--- src/rtl/sobel_pkg.sv ---
// Shared types and defaults for the Sobel line-buffer controller.
package sobel_pkg;

  localparam int PIX_W_DEF  = 8;
  localparam int IMG_W_DEF  = 640;
  localparam int IMG_H_DEF  = 480;
  localparam int ADDR_W_DEF = 10;

  // Row counter width; a single-line image still needs a 1-bit port.
  function automatic int row_w(input int h);
    return (h > 1) ? $clog2(h) : 1;
  endfunction

  localparam int ROW_W_DEF = row_w(IMG_H_DEF);

  typedef struct packed {
    logic eol;
    logic eof;
    logic win_ok;
  } pos_flags_t;

  typedef struct packed {
    logic [PIX_W_DEF-1:0]  top;
    logic [PIX_W_DEF-1:0]  mid;
    logic [PIX_W_DEF-1:0]  bot;
    logic [ADDR_W_DEF-1:0] col;
    logic [ROW_W_DEF-1:0]  row;
    pos_flags_t            flags;
  } col_out_t;

endpackage

--- src/rtl/sobel_pos_cnt.sv ---
// Raster position counter: column/row wrap, start-of-frame resync and
// per-pixel eol/eof/window flags for the pixel currently being offered.
module sobel_pos_cnt
  import sobel_pkg::*;
#(
  parameter int IMG_W  = IMG_W_DEF,
  parameter int IMG_H  = IMG_H_DEF,
  parameter int ADDR_W = ADDR_W_DEF,
  parameter int ROW_W  = row_w(IMG_H)
) (
  input  logic              clk,
  input  logic              rst_n,
  input  logic              i_fire,
  input  logic              i_sof,
  output logic [ADDR_W-1:0] o_col,
  output logic [ROW_W-1:0]  o_row,
  output pos_flags_t        o_flags,
  output logic              o_sync_err
);

  localparam logic [ADDR_W-1:0] LAST_COL = ADDR_W'(IMG_W - 1);
  localparam logic [ROW_W-1:0]  LAST_ROW = ROW_W'(IMG_H - 1);

  logic [ADDR_W-1:0] r_col;
  logic [ROW_W-1:0]  r_row;
  logic              w_last_col;
  logic              w_last_row;

  // A start-of-frame pixel is always placed at the origin, whatever the counters say.
  always_comb begin
    o_col          = i_sof ? '0 : r_col;
    o_row          = i_sof ? '0 : r_row;
    w_last_col     = (o_col == LAST_COL);
    w_last_row     = (o_row == LAST_ROW);
    o_flags.eol    = w_last_col;
    o_flags.eof    = w_last_col && w_last_row;
    o_flags.win_ok = (int'(o_row) >= 2) && (int'(o_col) >= 2);
    o_sync_err     = i_fire && i_sof && ((r_col != '0) || (r_row != '0));
  end

  always_ff @(posedge clk or negedge rst_n) begin
    if (!rst_n) begin
      r_col <= '0;
      r_row <= '0;
    end else if (i_fire) begin
      if (w_last_col) begin
        r_col <= '0;
        r_row <= w_last_row ? '0 : o_row + 1'b1;
      end else begin
        r_col <= o_col + 1'b1;
        r_row <= o_row;
      end
    end
  end

endmodule

--- src/rtl/sobel_linebuf_ctrl.sv ---
// Two-line cascade buffer controller: drives two external read-first line RAMs
// and emits one 3-pixel vertical column (rows y-2, y-1, y) per accepted pixel.
module sobel_linebuf_ctrl
  import sobel_pkg::*;
#(
  parameter int PIX_W  = PIX_W_DEF,
  parameter int IMG_W  = IMG_W_DEF,
  parameter int IMG_H  = IMG_H_DEF,
  parameter int ADDR_W = ADDR_W_DEF,
  parameter int ROW_W  = row_w(IMG_H)
) (
  input  logic              clk,
  input  logic              rst_n,
  input  logic              s_valid,
  output logic              s_ready,
  input  logic [PIX_W-1:0]  s_data,
  input  logic              s_sof,
  output logic              m_valid,
  input  logic              m_ready,
  output logic [PIX_W-1:0]  m_top,
  output logic [PIX_W-1:0]  m_mid,
  output logic [PIX_W-1:0]  m_bot,
  output logic [ADDR_W-1:0] m_col,
  output logic [ROW_W-1:0]  m_row,
  output logic              m_win_ok,
  output logic              m_eol,
  output logic              m_eof,
  output logic              sync_err,
  output logic              r0_we,
  output logic [ADDR_W-1:0] r0_wr_addr,
  output logic [PIX_W-1:0]  r0_wr_data,
  output logic [ADDR_W-1:0] r0_rd_addr,
  input  logic [PIX_W-1:0]  r0_rd_data,
  output logic              r1_we,
  output logic [ADDR_W-1:0] r1_wr_addr,
  output logic [PIX_W-1:0]  r1_wr_data,
  output logic [ADDR_W-1:0] r1_rd_addr,
  input  logic [PIX_W-1:0]  r1_rd_data
);

  logic              w_en;
  logic              w_fire;
  logic              w_adv;
  logic [ADDR_W-1:0] w_col;
  logic [ROW_W-1:0]  w_row;
  pos_flags_t        w_flags;

  logic              r_v1;
  logic [PIX_W-1:0]  r_s1_pix;
  logic [ADDR_W-1:0] r_s1_col;
  logic [ROW_W-1:0]  r_s1_row;
  pos_flags_t        r_s1_flags;

  logic              r_m_valid;
  logic [PIX_W-1:0]  r_m_top;
  logic [PIX_W-1:0]  r_m_mid;
  logic [PIX_W-1:0]  r_m_bot;
  logic [ADDR_W-1:0] r_m_col;
  logic [ROW_W-1:0]  r_m_row;
  pos_flags_t        r_m_flags;

  sobel_pos_cnt #(
    .IMG_W  (IMG_W),
    .IMG_H  (IMG_H),
    .ADDR_W (ADDR_W),
    .ROW_W  (ROW_W)
  ) u_pos (
    .clk        (clk),
    .rst_n      (rst_n),
    .i_fire     (w_fire),
    .i_sof      (s_sof),
    .o_col      (w_col),
    .o_row      (w_row),
    .o_flags    (w_flags),
    .o_sync_err (sync_err)
  );

  assign w_en    = !r_m_valid || m_ready;
  assign w_fire  = s_valid && w_en;
  assign w_adv   = w_en && r_v1;
  assign s_ready = w_en;

  // While stalled the stage-1 column is re-read so the RAM outputs stay put.
  assign r0_rd_addr = w_fire ? w_col : r_s1_col;
  assign r1_rd_addr = r0_rd_addr;

  // Cascade on advance: new pixel into RAM 0, the row it displaces into RAM 1.
  assign r0_we      = w_adv;
  assign r0_wr_addr = r_s1_col;
  assign r0_wr_data = r_s1_pix;
  assign r1_we      = w_adv;
  assign r1_wr_addr = r_s1_col;
  assign r1_wr_data = r0_rd_data;

  always_ff @(posedge clk or negedge rst_n) begin
    if (!rst_n) begin
      r_v1       <= 1'b0;
      r_s1_pix   <= '0;
      r_s1_col   <= '0;
      r_s1_row   <= '0;
      r_s1_flags <= '0;
    end else if (w_en) begin
      r_v1 <= s_valid;
      if (w_fire) begin
        r_s1_pix   <= s_data;
        r_s1_col   <= w_col;
        r_s1_row   <= w_row;
        r_s1_flags <= w_flags;
      end
    end
  end

  always_ff @(posedge clk or negedge rst_n) begin
    if (!rst_n) begin
      r_m_valid <= 1'b0;
      r_m_top   <= '0;
      r_m_mid   <= '0;
      r_m_bot   <= '0;
      r_m_col   <= '0;
      r_m_row   <= '0;
      r_m_flags <= '0;
    end else if (w_en) begin
      r_m_valid <= r_v1;
      if (r_v1) begin
        r_m_top   <= r1_rd_data;
        r_m_mid   <= r0_rd_data;
        r_m_bot   <= r_s1_pix;
        r_m_col   <= r_s1_col;
        r_m_row   <= r_s1_row;
        r_m_flags <= r_s1_flags;
      end
    end
  end

  assign m_valid  = r_m_valid;
  assign m_top    = r_m_top;
  assign m_mid    = r_m_mid;
  assign m_bot    = r_m_bot;
  assign m_col    = r_m_col;
  assign m_row    = r_m_row;
  assign m_win_ok = r_m_flags.win_ok;
  assign m_eol    = r_m_flags.eol;
  assign m_eof    = r_m_flags.eof;

endmodule

--- config.mk ---
export PLATFORM = sky130hd
export DESIGN_NAME = sobel_linebuf_ctrl
export DESIGN_NICKNAME = d
export VERILOG_FILES = /design/src/rtl/sobel_pkg.sv /design/src/rtl/sobel_pos_cnt.sv /design/src/rtl/sobel_linebuf_ctrl.sv
export SDC_FILE = /design/constraint.sdc
export NUM_CORES = 1
export LEC_CHECK = 0
export ABC_AREA = 1
export CAP_MARGIN = 30
export CORE_MARGIN = 2
export CORE_UTILIZATION = 40
export CTS_CLUSTER_DIAMETER = 30
export DETAILED_ROUTE_END_ITERATION = 8
export PLACE_DENSITY = 0.81
export SYNTH_ARGS = -nofsm -noshare
export SYNTH_HDL_FRONTEND = slang
export SYNTH_SLANG_ARGS = --single-unit
export TNS_END_PERCENT = 30
--- constraint.sdc ---
create_clock -name clk -period 2.4 [get_ports clk]
set_input_delay 0.24 -clock clk [delete_from_list [all_inputs] [get_ports clk]]
set_output_delay 0.24 -clock clk [all_outputs]
set_load 0.02 [all_outputs]
==> results by group <==
Clock tree
  – Skew-Pair Late Insertion Delay: 0.34 ns
  – CTS HTree Levels: 3
  – Root buf cell: clkbuf_16
  – CTS tree: done
  – Clk buf depth: 2
  – Clock sinks: 97
  – Clock-pin slew on the worst setup and hold paths: 0.07 ns
  – TritonCTS Buffers: 9
  – Hold buffer count at CTS: 0

Route
  – Via-to-Cell Ratio: 4.94
  – Total number of vias: 4091
  – Drt total wl: 11.3 mm
  – Post-DRT Antenna Nets: 0
  – Wirelength per Cell: 13.7 um
  – First-pass iteration count of the detailed router: 5
  – DRC: 0
  – Iteration-0 DRC Markers: 300

Floorplan
  – Core Rows: 39
  – IO Pins: 136
  – Die extent in y: 112 um
  – Starting Density: 40.7%
  – Die X: 112 um
  – Core Area: 0.0114 mm2
  – Die area: 0.0124 mm2

STA
  – Fin. Hold Viols: 10
  – Clock Skews: 0.00429 ns
  – Worst Tran Pin Value: 0.815 ns
  – Final Setup Violations: 0
  – Final WS setup: 0.0984 ns
  – Slew HR: 45.7%
  – Setup_tns: 0 ns
  – Final worst path period need: 2.30 ns
  – RSZ-0062 raised after global routing: yes
  – Fmax: 0.434 GHz
  – Worst hold slack: -0.0183 ns
  – Ratio of final minimum period to clock period: 95.9%
  – Max Slew Vio Count: 0

Synthesis
  – Top cell type's share of synthesized area: 52.4%
  – Sequential fraction of the synthesis area: 52.4%
  – Number of synthesized register bits: 97
  – Synth area leaders: dfrtp_1, nand2_1, o21ai_0, buf_4, inv_1
  – Synth Instances: 568
  – Avg Synthesized Cell Area: 8.15 um2
  – Synthesized netlist net count: 601
  – Post-Syn Area: 0.00463 mm2
  – Yosys warnings: 0
  – Library cells used by synthesis: 28
  – Synth area leader: dfrtp_1

Finish
  – Synth-to-layout area growth: 35.8%
  – Fraction of layout cells with a size suffix above 1: 7.59%
  – Commonest non-fill, non-tap cell in the layout: nand2_1
  – Ant diodes: 0
  – Final nets: 714
  – Commonest cells after routing, fill and taps aside: nand2_1, clkdlybuf4s50_1, dfrtp_1

GRT
  – GRT busiest layer: met2
  – Number of global-route vias before repair: 3942
  – Global Route met3 Usage: 2.56%
  – Pin count of the biggest net entering global routing: 66
  – Met1 usage: 24.4%
  – Initial antenna violation count: 0
  – First-pass GRT wire length: 19.0 mm
  – Met2 global-route usage: 30.5%
  – Total GRT Usage: 18.5%
  – Total grt overflow: 0

Pwr
  – Sw frac: 31.7%
  – Peak supply drop: 523 uV
  – Leak: 3.12 nW
  – Reg power frac: 43.1%
  – Psw: 0.00148 W
  – Logic pwr share: 28.4%
  – Clock power share: 28.4%
  – Pint: 0.00318 W
  – PwrDens: 742 mW/mm2

Run
  – Max cap viols: 0

Place
  – RePlAce Congestion: 0.888
  – # port buffers: 135
  – Final HPWL DP: 8.42 mm
  – Setup WS pre-CTS: 0.0336 ns

Outcome
  – Status: complete, but fails checks
  – Failing checks: hold timing

Critical path
  – Crit Path Category: reg2out
  – Crit. End Element: output pin
  – Crit path launch type: flip-flop
  – CP Max Fanout: 29
  – CP required: 2.16 ns
  – Crit path DAT: 2.06 ns

Min path
  – Worst min-delay path class: in2async
==> per-layer routing <==
metal,vias up,wire length (um)
met5,-,0
met3,28,620
li1,1977,-
met1,1939,4800
met2,147,5590
met4,0,314
==> critical path, cell delays in order (launching register included) <==
cell and delay [ns]:
dfrtp_1 0.37, inv_1 0.06, nor2_2 0.05, nor2_4 0.11
buf_4 0.29, o21a_1 0.21, clkdlybuf4s50_1 0.62
==> layout make-up <==
class | instances | area [um2]
Clock inverter | 4 | 27.5
Sequential cell | 97 | 2430
Timing Repair Buffer | 151 | 1520
Clock buffer | 11 | 243
Multi-Input combinational cell | 359 | 1650
Tap cell | 143 | 179
Fill cell | 1027 | 5080
Inverter | 63 | 236
==> synthesized netlist by cell type, drive strengths merged <==
| library cell | instances |
|---|---|
| nor3 | 6 |
| or2 | 2 |
| o21a | 7 |
| o31ai | 1 |
| clkbuf | 11 |
| buf | 38 |
| ha | 4 |
| o22ai | 3 |
| nand4 | 6 |
| a21oi | 3 |
| xor2 | 3 |
| o21bai | 1 |
| inv | 63 |
| dfrtp | 97 |
| nor2 | 34 |
| xnor2 | 1 |
| nand2 | 196 |
| nand3 | 27 |
| o21ai | 65 |
==> registers in the layout, indices dropped and copies added, names as in the netlist, 9 cells and up <==
| signal | count |
|---|---|
| r_s1_row | 9 |
| u_pos.r_col | 10 |
| u_pos.r_row | 9 |
| m_row | 9 |
| r0_wr_addr | 10 |
| m_col | 10 |
==> worst paths after layout <==
kind	end	slack [ns]	cells after the start	startpoint
worst max-delay path	r0_rd_addr[0]	0.1	6	m_valid
worst min-delay path	m_col[7]	-0.02	1	rst_n
worst max register to register	u_pos.r_row[6]	0.62	11	u_pos.r_col[1]
worst min register to register	m_mid[0]	0.47	2	m_mid[0]
max in group asynchronous	m_mid[5]	1.75	2	rst_n
min in group clk	m_top[3]	0.45	3	r1_rd_data[3]
==> logic make-up after synthesis <==
logic type      after synthesis  synth area share (%)
flops                        97                  52.4
compound gates               80                  9.22
xor+xnor                      4                 0.757
fa+ha+maj                     4                  1.08
buf+inv                     112                  11.8
simple gates                271                  24.7
==> per-stage QoR <==
| step | area, um2 | util, % | hold slack (ns) | cells | total power, W |
|---|---|---|---|---|---|
| floorplan | 4630 | - | -0.0556 | 568 | 0.00273 |
| global placement | 5990 | 52.7 | 0.374 | 813 | 0.00334 |
| detailed placement | 5990 | 52.7 | 0.394 | 813 | 0.00338 |
| CTS | 6260 | 55.1 | 0.0279 | 828 | 0.00472 |
| global route | 6280 | 55.3 | 0.0576 | 828 | 0.00490 |
| finish | 6280 | 55.3 | -0.0183 | 828 | 0.00466 |
==> what timing repair did <==
action / 4_1_cts / 5_1_grt
gates resized for setup: 0 / 10
buffers inserted: 0 / 0
setup endpoints to repair: 0 / 13
==> power groups by stage <==
| stage | clock (W) | sequential (W) | combinational (W) |
|---|---|---|---|
| global placement | 0 | 0.00203 | 0.00131 |
| floorplan | 0 | 0.00225 | 0.000477 |
| CTS | 0.00136 | 0.00201 | 0.00135 |
| detailed placement | 0 | 0.00204 | 0.00134 |
| global route | 0.00141 | 0.00204 | 0.00144 |
| finish | 0.00133 | 0.00201 | 0.00133 |
No activity file was read; power rests on OpenSTA's default activity.
